## src/rtl/bitmap_scanline_fetch_gen.sv

```systemverilog
// Per-scanline VRAM byte-address generator for bitmap BG modes 3/4/5 (valid/ready output).
// Optional horizontal mosaic via `define BITMAP_MOSAIC_EN (adds mosaic_h input).
module bitmap_scanline_fetch_gen #(
    parameter int unsigned       ADDR_W      = 17,
    parameter int unsigned       COORD_W     = 8,
    parameter logic [ADDR_W-1:0] FRAME1_BASE = 'h0A000
) (
    input  logic               clock,
    input  logic               reset_n,
    input  logic               start,
    input  logic               abort,
    input  logic [1:0]         mode,
    input  logic               frame,
    input  logic [COORD_W-1:0] line_y,
`ifdef BITMAP_MOSAIC_EN
    input  logic [3:0]         mosaic_h,
`endif
    output logic [ADDR_W-1:0]  addr,
    output logic [COORD_W-1:0] pix_x,
    output logic               addr_valid,
    input  logic               addr_ready,
    output logic               busy,
    output logic               line_done
);

    typedef enum logic [1:0] {S_IDLE, S_SETUP, S_RUN, S_DONE} state_t;

    state_t              r_state, w_state_nx;
    logic [1:0]          r_mode;
    logic                r_frame;
    logic [COORD_W-1:0]  r_y;
    logic [COORD_W-1:0]  r_x;
    logic [ADDR_W-1:0]   r_addr;
`ifdef BITMAP_MOSAIC_EN
    logic [3:0]          r_mh;
    logic [3:0]          r_mcnt;
    logic [ADDR_W-1:0]   r_lin;
`endif

    logic [COORD_W-1:0]  w_lim_h;
    logic                w_empty;
    logic                w_accept;
    logic                w_hs;
    logic [COORD_W-1:0]  w_last_x;
    logic [ADDR_W-1:0]   w_step;
    logic [ADDR_W-1:0]   w_stride;
    logic [ADDR_W-1:0]   w_base;
    logic [ADDR_W-1:0]   w_row;

    // Empty-line decision uses live inputs since it is taken in the same cycle as start.
    always_comb begin
        w_lim_h = (mode == 2'd2) ? COORD_W'(128) : COORD_W'(160);
        w_empty = (mode == 2'd3) || (line_y >= w_lim_h);
    end

    always_comb begin
        w_last_x = COORD_W'(239);
        w_step   = ADDR_W'(2);
        w_stride = ADDR_W'(480);
        case (r_mode)
            2'd1: begin
                w_step   = ADDR_W'(1);
                w_stride = ADDR_W'(240);
            end
            2'd2: begin
                w_last_x = COORD_W'(159);
                w_stride = ADDR_W'(320);
            end
            default: ;
        endcase
        w_base = (r_frame && (r_mode != 2'd0)) ? FRAME1_BASE : '0;
        w_row  = w_base + ADDR_W'(r_y) * w_stride;
    end

    always_ff @(posedge clock or negedge reset_n) begin
        if (!reset_n) r_state <= S_IDLE;
        else          r_state <= w_state_nx;
    end

    always_comb begin
        w_state_nx = r_state;
        addr_valid = 1'b0;
        busy       = 1'b0;
        line_done  = 1'b0;
        w_accept   = 1'b0;
        case (r_state)
            S_IDLE: begin
                if (start && !abort) begin
                    w_accept   = 1'b1;
                    w_state_nx = w_empty ? S_DONE : S_SETUP;
                end
            end
            S_SETUP: begin
                busy       = 1'b1;
                w_state_nx = S_RUN;
            end
            S_RUN: begin
                busy       = 1'b1;
                addr_valid = 1'b1;
                if (addr_ready && (r_x == w_last_x)) w_state_nx = S_DONE;
            end
            S_DONE: begin
                line_done  = 1'b1;
                w_state_nx = S_IDLE;
            end
            default: w_state_nx = S_IDLE;
        endcase
        if (abort) w_state_nx = S_IDLE;
    end

    assign w_hs  = addr_valid && addr_ready;
    assign addr  = r_addr;
    assign pix_x = r_x;

    always_ff @(posedge clock or negedge reset_n) begin
        if (!reset_n) begin
            r_mode  <= '0;
            r_frame <= 1'b0;
            r_y     <= '0;
            r_x     <= '0;
            r_addr  <= '0;
`ifdef BITMAP_MOSAIC_EN
            r_mh    <= '0;
            r_mcnt  <= '0;
            r_lin   <= '0;
`endif
        end else begin
            if (w_accept) begin
                r_mode  <= mode;
                r_frame <= frame;
                r_y     <= line_y;
`ifdef BITMAP_MOSAIC_EN
                r_mh    <= mosaic_h;
`endif
            end
            if (r_state == S_SETUP) begin
                r_addr <= w_row;
                r_x    <= '0;
`ifdef BITMAP_MOSAIC_EN
                r_lin  <= w_row;
                r_mcnt <= r_mh;
`endif
            end else if (w_hs) begin
                r_x <= r_x + 1'b1;
`ifdef BITMAP_MOSAIC_EN
                // r_lin tracks the true-x address; r_addr only jumps to it at each mosaic block start.
                r_lin <= r_lin + w_step;
                if (r_mcnt == 4'd0) begin
                    r_addr <= r_lin + w_step;
                    r_mcnt <= r_mh;
                end else begin
                    r_mcnt <= r_mcnt - 4'd1;
                end
`else
                r_addr <= r_addr + w_step;
`endif
            end
        end
    end

endmodule
```

## config.mk

```make
export PLATFORM = sky130hd
export DESIGN_NAME = bitmap_scanline_fetch_gen
export DESIGN_NICKNAME = d
export VERILOG_FILES = /design/src/rtl/bitmap_scanline_fetch_gen.sv
export SDC_FILE = /design/constraint.sdc
export NUM_CORES = 1
export LEC_CHECK = 0
export CAP_MARGIN = 20
export CORE_ASPECT_RATIO = 2
export CORE_MARGIN = 3
export CORE_UTILIZATION = 45
export CTS_CLUSTER_SIZE = 28
export DETAILED_ROUTE_END_ITERATION = 8
export PLACE_DENSITY = 0.68
export SYNTH_ARGS = -nofsm -noshare
export SYNTH_HDL_FRONTEND = slang
export SYNTH_SLANG_ARGS = --single-unit
```

## constraint.sdc

```tcl
create_clock -name clock -period 4.8 [get_ports clock]
set_input_delay 0.96 -clock clock [delete_from_list [all_inputs] [get_ports clock]]
set_output_delay 0.96 -clock clock [all_outputs]
set_load 0.005 [all_outputs]
```

* Word-level counts from Yosys, hierarchy flattened
Index checks and enable logic that the tools add are counted.
** Word-level totals
- Flip-flop bits (word level) :: 38
- Bits of input ports :: 16
- Output and inout port bits :: 28
- Logic and storage cells :: 51
** Operators by class
- Add/subtract/negate cells :: 3
- Multipliers :: 1
- $lt $le $gt $ge :: 1
- Equal/unequal tests :: 10
- Mux-type cells :: 19
- Reductions and logical operators :: 11
** Operators by type and width (count)
- two-way mux 17 bit :: 2
- case mux 9 bit (2 select lines) :: 1
- adder 16 x 17 -> 17 bit :: 1
- adder 17 bit :: 1
- multiplier 8 x 17 -> 17 bit :: 1
- two-way mux 16 bit :: 1
- two-way mux 8 bit :: 2
- equality test 2 bit (second input constant) :: 5
- two-way mux 2 bit :: 5
- adder 8 x 1 -> 8 bit (second input constant) :: 1
- equality test 8 bit :: 1
- greater-or-equal comparator 8 bit :: 1
- case mux 2 bit (4 select lines) :: 1
- two-way mux 7 bit :: 1
- two-way mux 6 bit :: 1
- != test 3 bit (second input constant) :: 2
- two-way mux 1 bit :: 5
- equality test 2 x 1 -> 1 bit (second input constant) :: 2
- logical AND 1 bit :: 4
- nonzero test 2 bit :: 2
- zero test 2 bit :: 1
- AND reduction 2 bit :: 1
- OR reduction 2 bit :: 1
- zero test 1 bit :: 1
- logical OR 1 bit :: 1

* Longest topological paths before layout
Gate-level depths: netlist of the first run.
- Word-level depth :: 8
- Gate-level depth with buffers :: 18
- Depth with buffers taken out :: 17

* Worst setup path after synthesis of the first run
OpenSTA, ideal clock, no wires.
- Path type :: reg-to-reg
- Start :: register r_mode[1]
- End :: register r_addr[16], in the netlist addr[16]
- Setup time :: 0.136 ns
- Arrival :: 4.013 ns
- Required time :: 4.664 ns
- Slack :: 0.652 ns
- Cell stages (with the launch flop) :: 17
- Buffers on the path :: 1
- Clock period less this slack :: 4.148 ns
- Path through :: dfrtp_1 inv_1 nand2_1 inv_1 clkbuf_1 nand2_1 fa_1 fa_1 inv_1 fa_1 ha_1 ha_1 a21oi_1 nand2_1 a221oi_1 xnor2_1 mux2i_1
** On the way
- Longest elaborated chain between the ends :: 5
- Elaborated cells on any way between the ends :: 12
- Classes of those cells :: add/sub: 2; mul: 1; eq/ne: 2; mux: 5; reduce/logical: 2
** Ends and longest elaborated chain
- start, declared :: RTL line 29 : logic [1:0] r_mode;
- start signal, assigned :: RTL line 129 : r_mode <= mode;
- equality test 2 bit (tied with other cells) :: RTL line 60 : case (r_mode)
- case mux 9 bit (2 select lines) (tied with other cells) :: RTL line 60
- multiplier 8 x 17 -> 17 bit (tied with other cells) :: RTL line 72 : w_row = w_base + ADDR_W'(r_y) * w_stride;
- adder 16 x 17 -> 17 bit / two-way mux 17 bit (equally long branches) :: RTL line 72, 143
- two-way mux 17 bit * :: RTL line 136 : if (r_state == S_SETUP) begin
- end signal, assigned :: RTL line 137 : r_addr <= w_row;
- end signal, assigned :: RTL line 155 : r_addr <= r_addr + w_step;
- end, declared :: RTL line 33 : logic [ADDR_W-1:0] r_addr;
Mark *: on every way between the ends. The rest lies on a longest branch, timed or not. The select of a mux whose other input is x is not followed.
A chain may end at the register's enable or synchronous reset.

* Final worst setup path of the first run
- Start :: register r_mode[1]
- End :: register r_addr[14], in the netlist addr[14]
Same word-level chain as after synthesis.

==> Implementation_results.wiki, run 1 <==
{| class="wikitable"
! Metric !! Value
|-
| Outcome || completed
|-
| Die ar. || 8640 um2
|-
| Count of distinct cell types in the synthesized netlist || 49
|-
| First-pass GRT wire length || 12700 um
|-
| Gate count of the mapped netlist || about 350
|-
| Antenna violations before repair || 0
|-
| DRT iter0 DRCs || 75
|-
| Final Cycle Share || 89.8%
|-
| Vias per Instance || 5.36
|-
| Clock tree from TritonCTS || built
|-
| Synthesized netlist net count || 425
|-
| Pin slew with the least headroom to its limit || between 800 and 900 ps
|-
| Crit path max fanout || 16
|-
| Total wire length || 7420 um
|-
| Flop2flop setup slack || 490 ps
|-
| Number of flops mapped to enable cells by yosys || 0
|-
| Aggregate negative setup slack || 0 ps
|-
| Root buffer selected by CTS || sky130_fd_sc_hd__clkbuf_16
|-
| Required time worst endpoint || between 4000 and 5000 ps
|-
| Share of cells above drive strength 1 || 6.96%
|-
| Largest net degree at the start of global routing || 39
|-
| Top-level port count || 44
|-
| Number of remaining DRC errors || 0
|-
| Net count of the finished layout || 466
|-
| # diodes || 0
|-
| Post-synth ARST share || 100%
|-
| # fillers || 691
|-
| Via count || 2574
|-
| Post-synthesis sequential element count || 38
|-
| Final hold violation count || 0
|-
| Via count of the first global-routing pass || 2761
|-
| Max H-tree Level || 2
|-
| Predominant post-synthesis flop cell || sky130_fd_sc_hd__dfrtp_1
|-
| Area of the core || between 7000 and 8000 um2
|-
| Portion of the post-synthesis area used by sequential elements || around 28%
|-
| Data arrival time of the critical path || 4470 ps
|-
| Width of the chip || 67.2 um
|-
| Global route total overflow || 0
|-
| Worst hold start || r_frame
|-
| GRT Overall Usage || between 10% and 20%
|-
| Beginning of the worst register-to-register path || r_mode[1]
|-
| Post-CTS Resized || 0
|-
| Half-perimeter wire length after placement || 5970 um
|-
| Total clock buffers created by CTS || 5
|-
| Max_cap viols || 0
|-
| Source-to-sink clock delay at the later pin of the worst-skew pair || a little under 300 ps
|-
| Critical path endpoint category || flop
|-
| Final slew viol count || 0
|-
| Max Buffers Root-to-Sink || 2
|-
| Area of the mapped netlist || ~3400 um2
|-
| Cells on Worst Hold Path || 1
|-
| HP Class || reg2reg
|-
| Pre-Repair DR Iteration Count || 4
|-
| Avg Synthesized Cell Area || 9.76 um2
|-
| Starting utilization of the core area || 46.5%
|-
| Reg2Reg Depth || 15
|-
| Total setup violations reported at the end of the flow || 0
|-
| Final routed wire length divided by cell count || 15.5 um
|-
| Number of nets with antenna violations after routing || 0
|-
| Worst R2R End || addr[14]
|-
| Hold Buf Count CTS || 0
|-
| Timing-limited maximum frequency || between 0.2 and 0.25 GHz
|-
| Gpl congestion || 0.830
|-
| Number of buffer cells added on primary ports || 43
|-
| Synthesis warning total || 0
|-
| Worst Hold End || r_frame
|-
| Std-Cell Rows || 44
|-
| Worst-path clk slew || around 60 ps
|-
| Minimum clock period || roughly 4300 ps
|-
| Path type of the worst setup path || reg2reg
|-
| Setup skew after layout || 8.29 ps
|-
| Height of the die || 128 um
|-
| Category of the worst setup path launch point || flop
|-
| RSZ-0062 raised after global routing || false
|-
| Number of sinks handled by clock tree synthesis || 38
|-
| Post-CTS Setup Bufs || 0
|-
| Area delta synth->final || 19.3%
|-
| Slew margin rel. || between 40% and 50%
|}
cell type report:
| cell class | instances | area, um2 | area share [%] |
|---|---|---|---|
| Tap cell | 92 | 115 | 2.86 |
| Clock inverter | 2 | 12.5 | 0.311 |
| Timing Repair Buffer | 44 | 433 | 10.7 |
| Multi-Input combinational cell | 258 | 2230 | 55.3 |
| Clock buffer | 6 | 139 | 3.45 |
| Inverter | 40 | 150 | 3.73 |
| Sequential cell | 38 | 951 | 23.6 |
sequential cells by signal, summed over array words and instances (netlist names):
name and count:
r_y 8, r_mode 2, addr 17, r_frame 1, r_state 2, pix_x 8
layer usage:
metal	wire (um)	GRT usage, %
met5	0	0
met4	295	10.0
met2	4370	36.9
met3	118	2.45
met1	2640	19.1
cells in the mapped netlist (all sizes together) (5+ instances only):
cell / n / share of area [%]
nor2: 22 / 2.4
inv: 40 / 4.4
nor2b: 7 / 1.3
fa: 19 / 11
clkbuf: 5 / 0.56
mux2i: 6 / 1.8
o21ai: 15 / 2.2
buf: 5 / 0.82
xnor2: 11 / 2.9
xor2: 17 / 4.4
and2: 11 / 2.1
dfrtp: 38 / 28
ha: 44 / 16
nand2: 31 / 3.7
a21oi: 10 / 1.5
nand3: 14 / 2.1
mux2: 8 / 2.7
stage by stage:
step / worst slack, ps / util [%] / instances / cell area [um2] / hold WS, ps
final: 490 / 55.4 / 480 / 4030 / 526
after global routing: 173 / 55.4 / 480 / 4030 / 538
after CTS: 477 / 55.4 / 480 / 4030 / 529
after detailed placement: 491 / 53.4 / 472 / 3880 / 512
after global placement: 590 / 53.4 / 472 / 3880 / 528
after floorplan: 652 / - / 346 / 3380 / 480
worst max-delay path, cell delays in order (launching register included):
cell and delay (ps):
sky130_fd_sc_hd__dfrtp_1 430, sky130_fd_sc_hd__inv_1 90, sky130_fd_sc_hd__nand2_1 100, sky130_fd_sc_hd__inv_1 360, sky130_fd_sc_hd__nand2_1 140, sky130_fd_sc_hd__fa_1 480, sky130_fd_sc_hd__fa_1 550, sky130_fd_sc_hd__inv_1 60
sky130_fd_sc_hd__fa_1 470, sky130_fd_sc_hd__ha_1 310, sky130_fd_sc_hd__ha_1 350, sky130_fd_sc_hd__a21oi_1 200, sky130_fd_sc_hd__a21boi_0 140, sky130_fd_sc_hd__o21ai_0 230, sky130_fd_sc_hd__a21oi_1 100, sky130_fd_sc_hd__nand3b_1 180
kinds of logic after synthesis:
kind of cell / Yosys count / synth area share, %
AOI/OAI and AO/OA: 46 / 9.23
xor gates and xnor gates: 28 / 7.26
adders and majority gates: 63 / 27.6
buffers and inverters: 50 / 5.82
DFF: 38 / 28.2
muxes: 14 / 4.45
and+or+nand+nor: 107 / 17.5
worst max-delay path by stage:
stage	to	startpoint	slack, ps
after detailed placement	addr[16]	r_mode[1]	490
final	addr[14]	r_mode[1]	490
after global routing	addr[16]	r_mode[1]	170
after global placement	addr[14]	r_mode[0]	590
after floorplan	addr[16]	r_mode[1]	650
after CTS	addr[16]	r_mode[1]	480
cells in the final DEF, fill, tap and decap left out, drive strengths merged, types with 2 or more instances in the layout:
cell            n
clkdlybuf4s50  42
dfrtp          38
mux2            8
a21o            3
a31o            2
nand2          31
o21ai          15
nor2           22
nor3            2
xnor2          11
nand3          14
nand2b          4
clkbuf          6
ha             44
inv            40
and3            3
and2           11
buf             2
nand3b          2
nor2b           7
nor4            2
mux2i           6
fa             19
a211oi          4
xor2           17
a311oi          2
a21oi          10
o21a            2
nand4           3
Power of run 1 is left out: the tool's default activity adds up to more than one toggle a clock period on the data nets, which glitch-free logic cannot reach.
==> inputs of run 2 (changes only) <==
Settings changed: PLACE_DENSITY 0.68 to 0.71.
Clock period 4.8 ns to 3.5 ns, I/O delays scaled along.
==> Implementation_results.wiki, run 2 (same netlist as run 1, synthesis figures left out) <==
{| class="wikitable"
! Metric !! Value
|-
| Required time worst endpoint || 3660 ps
|-
| Starting utilization of the core area || 46.5%
|-
| Number of buffer cells added on primary ports || 43
|-
| Via count || 2698
|-
| First-pass GRT wire length || 13200 um
|-
| Violations in the final reports || negative setup slack
|-
| Final routed wire length divided by cell count || about 15 um
|-
| Final Cycle Share || 106%
|-
| Outcome || finished, violations left
|-
| GRT Overall Usage || 20.2%
|-
| RSZ-0062 raised after global routing || true
|-
| Clock tree from TritonCTS || built
|-
| DR top layer || met4
|-
| Category of the worst setup path launch point || flop
|-
| Pin slew with the least headroom to its limit || 880 ps
|-
| Final hold violation count || 0
|-
| Met3 WL post-DR || ~140 um
|-
| Total wire length || between 7000 and 8000 um
|-
| HP Class || reg2reg
|-
| Via count of the first global-routing pass || about 2900
|-
| Max Buffers Root-to-Sink || 2
|-
| Number of sinks handled by clock tree synthesis || 38
|-
| # fillers || 612
|-
| Hold Buf Count CTS || 0
|-
| Final hold slack || roughly 510 ps
|-
| Max_cap viols || 0
|-
| Global route total overflow || 0
|-
| Data arrival time of the critical path || 3870 ps
|-
| Met2 routed wirelength || ~4900 um
|-
| Pre-Repair DR Iteration Count || 4
|-
| Setup ws final || -204 ps
|-
| Setup skew after layout || between 10 and 15 ps
|-
| Leading cell types in the layout, fill and taps excluded || sky130_fd_sc_hd__clkdlybuf4s50_1 (42), sky130_fd_sc_hd__dfrtp_1 (37), sky130_fd_sc_hd__inv_1 (36)
|-
| Minimum clock period || around 3700 ps
|-
| Gpl congestion || roughly 0.8
|-
| Max H-tree Level || 2
|-
| Share of cells above drive strength 1 || around a quarter
|-
| Antenna violations before repair || 0
|-
| Total clock buffers created by CTS || 5
|-
| Total setup violations reported at the end of the flow || 7
|-
| Timing-limited maximum frequency || 0.270 GHz
|-
| Number of flip-flops in the largest register || 17
|-
| Top-level port count || 44
|-
| Crit path max fanout || 5
|-
| Final slew viol count || 0
|-
| Height of the die || between 100 and 150 um
|-
| Die ar. || ~8600 um2
|-
| DRT iter0 DRCs || 90
|-
| Path type of the worst setup path || reg2reg
|-
| Area of the core || 7270 um2
|-
| Width of the chip || a little under 70 um
|-
| Area delta synth->final || 35.4%
|-
| Most common library cell in the layout ignoring fill and taps || sky130_fd_sc_hd__clkdlybuf4s50_1
|-
| Largest net degree at the start of global routing || 39
|-
| Worst-path clk slew || 60 ps
|-
| Beginning of the worst register-to-register path || r_mode[1]
|-
| Number of remaining DRC errors || 0
|-
| M1 wire length || 2640 um
|-
| Std-Cell Rows || 44
|-
| Root buffer selected by CTS || sky130_fd_sc_hd__clkbuf_16
|-
| Worst hold start || r_frame
|-
| Half-perimeter wire length after placement || 6170 um
|-
| Net count of the finished layout || 503
|-
| Source-to-sink clock delay at the later pin of the worst-skew pair || 290 ps
|-
| Number of nets with antenna violations after routing || 0
|-
| Slew margin rel. || 41.3%
|-
| Critical path endpoint category || flop
|-
| Startpoint of the worst setup timing path || r_mode[1]
|-
| # diodes || 0
|-
| Vias per Instance || around 5.2
|}
run 2: cell types whose count changed in the layout (fill, tap and decap cells not counted), moves of 4 or more:
cell / before / now
sky130_fd_sc_hd__buf_6: 0 / 4
sky130_fd_sc_hd__ha_4: 0 / 10
sky130_fd_sc_hd__buf_4: 1 / 34
sky130_fd_sc_hd__nand2_2: 0 / 4
sky130_fd_sc_hd__and2_1: 10 / 5
sky130_fd_sc_hd__ha_1: 44 / 31
sky130_fd_sc_hd__o21ai_0: 14 / 10
sky130_fd_sc_hd__and2_4: 0 / 5
sky130_fd_sc_hd__nand2_1: 30 / 26
sky130_fd_sc_hd__inv_1: 40 / 36
run 2: timing repair:
action,4_1_cts,5_1_grt
hold endpoints to repair,0,0
setup endpoints to repair,6,7
pin swaps,32,6
resized for setup,24,6
buffers inserted,9,2
run 2: per-stage QoR:
stage / instances / area [um2] / utilization, % / TNS [ps] / setup WS, ps
after global routing: 516 / 4570 / 62.9 / -2350 / -402
after CTS: 514 / 4520 / 62.2 / -773 / -188
after global placement: 498 / 4230 / 58.2 / -827 / -230
after detailed placement: 498 / 4230 / 58.2 / -1180 / -315
final: 516 / 4570 / 62.9 / -1070 / -204
after floorplan: 346 / 3550 / - / -386 / -132
run 2: layout make-up:
type                            count  area [um2]  area share (%)
Inverter                           40         153            3.34
Sequential cell                    38         952            20.8
Clock buffer                        5         125            2.74
Multi-Input combinational cell    258        2490            54.5
Clock inverter                      2        10.0           0.219
Timing Repair Buffer               81         726            15.9
Tap cell                           92         115            2.52
run 2: critical path, cell delays in order (launching register included):
cell	delay, ps
sky130_fd_sc_hd__dfrtp_2	440
sky130_fd_sc_hd__nand2b_4	110
sky130_fd_sc_hd__buf_4	150
sky130_fd_sc_hd__nand2_1	80
sky130_fd_sc_hd__xnor2_1	190
sky130_fd_sc_hd__ha_1	270
sky130_fd_sc_hd__ha_1	300
sky130_fd_sc_hd__inv_1	70
sky130_fd_sc_hd__fa_1	420
sky130_fd_sc_hd__fa_1	490
sky130_fd_sc_hd__inv_1	60
sky130_fd_sc_hd__ha_4	200
sky130_fd_sc_hd__a211oi_4	280
sky130_fd_sc_hd__o21bai_1	90
sky130_fd_sc_hd__a21oi_1	160
sky130_fd_sc_hd__xnor2_1	170
sky130_fd_sc_hd__mux2i_1	110
run 2: final timing paths:
| kind | slack (ps) | cells after the start | endpoint |
|---|---|---|---|
| worst min register to register | 510 | 1 | r_frame |
| worst max register to register | -200 | 16 | addr[13] |
| min in group asynchronous | 530 | 1 | addr[4] |
| worst max-delay path | -200 | 16 | addr[13] |
| max in group asynchronous | 2350 | 1 | r_mode[1] |
| worst min-delay path | 510 | 1 | r_frame |
run 2: metal layers:
layer	global-route usage [%]	up-vias
li1	-	1311
met1	19.6	1331
met2	39.9	40
met3	2.88	16
met4	8.37	0
met5	0	-
Power of run 2 is left out for the same reason.
==> inputs of run 3 (changes only) <==
Settings changed: CORE_MARGIN 3 to default.
==> Implementation_results.wiki, run 3 (same netlist as run 1, synthesis figures left out) <==
{| class="wikitable"
! Metric !! Value
|-
| Critical path endpoint category || flop
|-
| Via count || 2720
|-
| Post-Place Cells || 497
|-
| Top-level port count || between 40 and 50
|-
| Number of flip-flops in the largest register || 17
|-
| Height of the die || 124 um
|-
| Final Cycle Share || 110%
|-
| Largest net degree at the start of global routing || 39
|-
| Number of sinks handled by clock tree synthesis || 38
|-
| RSZ-0062 raised after global routing || true
|-
| Antenna violations before repair || 0
|-
| Global route total overflow || 0
|-
| Category of the worst setup path launch point || flop
|-
| Area of the core || 7270 um2
|-
| Total clock buffers created by CTS || 5
|-
| Starting utilization of the core area || 46.5%
|-
| Number of remaining DRC errors || 0
|-
| Vias per Instance || 5.20
|-
| HP Class || reg2reg
|-
| Outcome || finished, violations left
|-
| Leading cell types in the layout, fill and taps excluded || sky130_fd_sc_hd__clkdlybuf4s50_1 (42), sky130_fd_sc_hd__buf_4 (41), sky130_fd_sc_hd__dfrtp_1 (37)
|-
| Net count of the finished layout || roughly 510
|-
| Most repeated library cell on the critical path || sky130_fd_sc_hd__fa_1
|-
| Final slew viol count || 0
|-
| Pre-Repair DR Iteration Count || 4
|-
| Path type of the worst setup path || reg2reg
|-
| Max Buffers Root-to-Sink || 2
|-
| Violations in the final reports || negative setup slack
|-
| Max H-tree Level || 2
|-
| Minimum clock period || ~3800 ps
|-
| Most common library cell in the layout ignoring fill and taps || sky130_fd_sc_hd__clkdlybuf4s50_1
|-
| Source-to-sink clock delay at the later pin of the worst-skew pair || slightly below 300 ps
|-
| Total setup violations reported at the end of the flow || 7
|-
| Data arrival time of the critical path || 4000 ps
|-
| Worst stage delay on the critical path || 530 ps
|-
| DRT iter0 DRCs || 67
|-
| Area delta synth->final || 36.9%
|-
| Slew margin rel. || 41.2%
|-
| Area after detailed placement || 4220 um2
|-
| Max_cap viols || 0
|-
| Setup ws final || -335 ps
|-
| Worst-path clk slew || 60 ps
|-
| GRT Overall Usage || a little over a fifth
|-
| Final routed wire length divided by cell count || 14.9 um
|-
| Sequence of cells on the critical path || nand2b_4, buf_6, and2_4, fa_1, ha_2, inv_2, fa_1, fa_1, inv_2, ha_4, a211oi_4, o21bai_1, a21oi_1, xnor2_1, mux2i_1
|-
| Root buffer selected by CTS || sky130_fd_sc_hd__clkbuf_16
|-
| Die ar. || 7870 um2
|-
| Pre-CTS WS || -358 ps
|-
| Share of cells above drive strength 1 || 26.5%
|-
| Gpl congestion || ~0.77
|-
| Total wire length || 7810 um
|-
| Half-perimeter wire length after placement || 6050 um
|-
| Pin slew with the least headroom to its limit || 882 ps
|-
| # diodes || 0
|-
| Required time worst endpoint || 3660 ps
|-
| Std-Cell Rows || 44
|-
| Slowest stage cell, crit path || sky130_fd_sc_hd__fa_1
|-
| # fillers || between 600 and 700
|-
| Final hold violation count || 0
|-
| Post-route non-filler standard cell count || 523
|-
| Clock tree from TritonCTS || built
|-
| Timing-limited maximum frequency || about 0.26 GHz
|-
| First-pass GRT wire length || about 13000 um
|-
| Width of the chip || 63.2 um
|-
| Final std cell area, no fill || 4620 um2
|-
| Via count of the first global-routing pass || approximately 2900
|-
| Crit path max fanout || 6
|-
| Flop2flop setup slack || -330 ps
|-
| Setup skew after layout || 8.03 ps
|-
| Number of nets with antenna violations after routing || 0
|-
| Number of buffer cells added on primary ports || 43
|}
## run 3: area by class of cell
cell class	count	area (um2)	share of cell area (%)
clock inverters	1	5.00	0.108
well taps	92	115	2.49
repair buffers	87	767	16.6
multi-input cells	258	2490	53.8
inverters	40	153	3.30
flip-flops and latches	38	952	20.6
clock buffers	7	143	3.09
## run 3: worst paths after layout
check,cells after the start,from,to
setup / recovery,15,r_mode[0],addr[13]
hold / removal,1,r_frame,r_frame
setup reg to reg,15,r_mode[0],addr[13]
hold reg to reg,1,r_frame,r_frame
max in group asynchronous,1,reset_n,r_mode[1]
min in group asynchronous,1,reset_n,addr[7]
## run 3: through the flow
step	utilization [%]	hold WS (ps)	TNS, ps
floorplan	-	404	-386
global placement	58.1	496	-866
detailed placement	58.1	499	-1180
CTS	62.4	512	-1300
global route	63.6	546	-2570
finish	63.6	509	-1570
## run 3: timing repair
action | 4_1_cts | 5_1_grt
setup buffers | 14 | 5
pin swaps | 18 | 14
setup endpoints to repair | 7 | 7
hold buffers | 0 | 0
gates resized for setup | 18 | 14
cloned | 0 | 0
## run 3: worst max-delay path: cells and delay by family (launching register included)
kind | cells | cell delay, ps
simple gates | 2 | 360
fa+ha+maj | 5 | 1850
compound gates | 3 | 550
buf+inv | 3 | 230
xor+xnor | 1 | 200
mux | 1 | 120
flops | 1 | 420
## run 3: per-layer routing
layer  vias up  track usage (%)  part of all wire (%)
met5         -                0                     0
li1       1329                -                     -
met2        32             41.8                    60
met3        15             2.66                   2.2
met1      1344             20.7                    35
met4         0             10.8                   3.6
Power of run 3 is left out for the same reason.
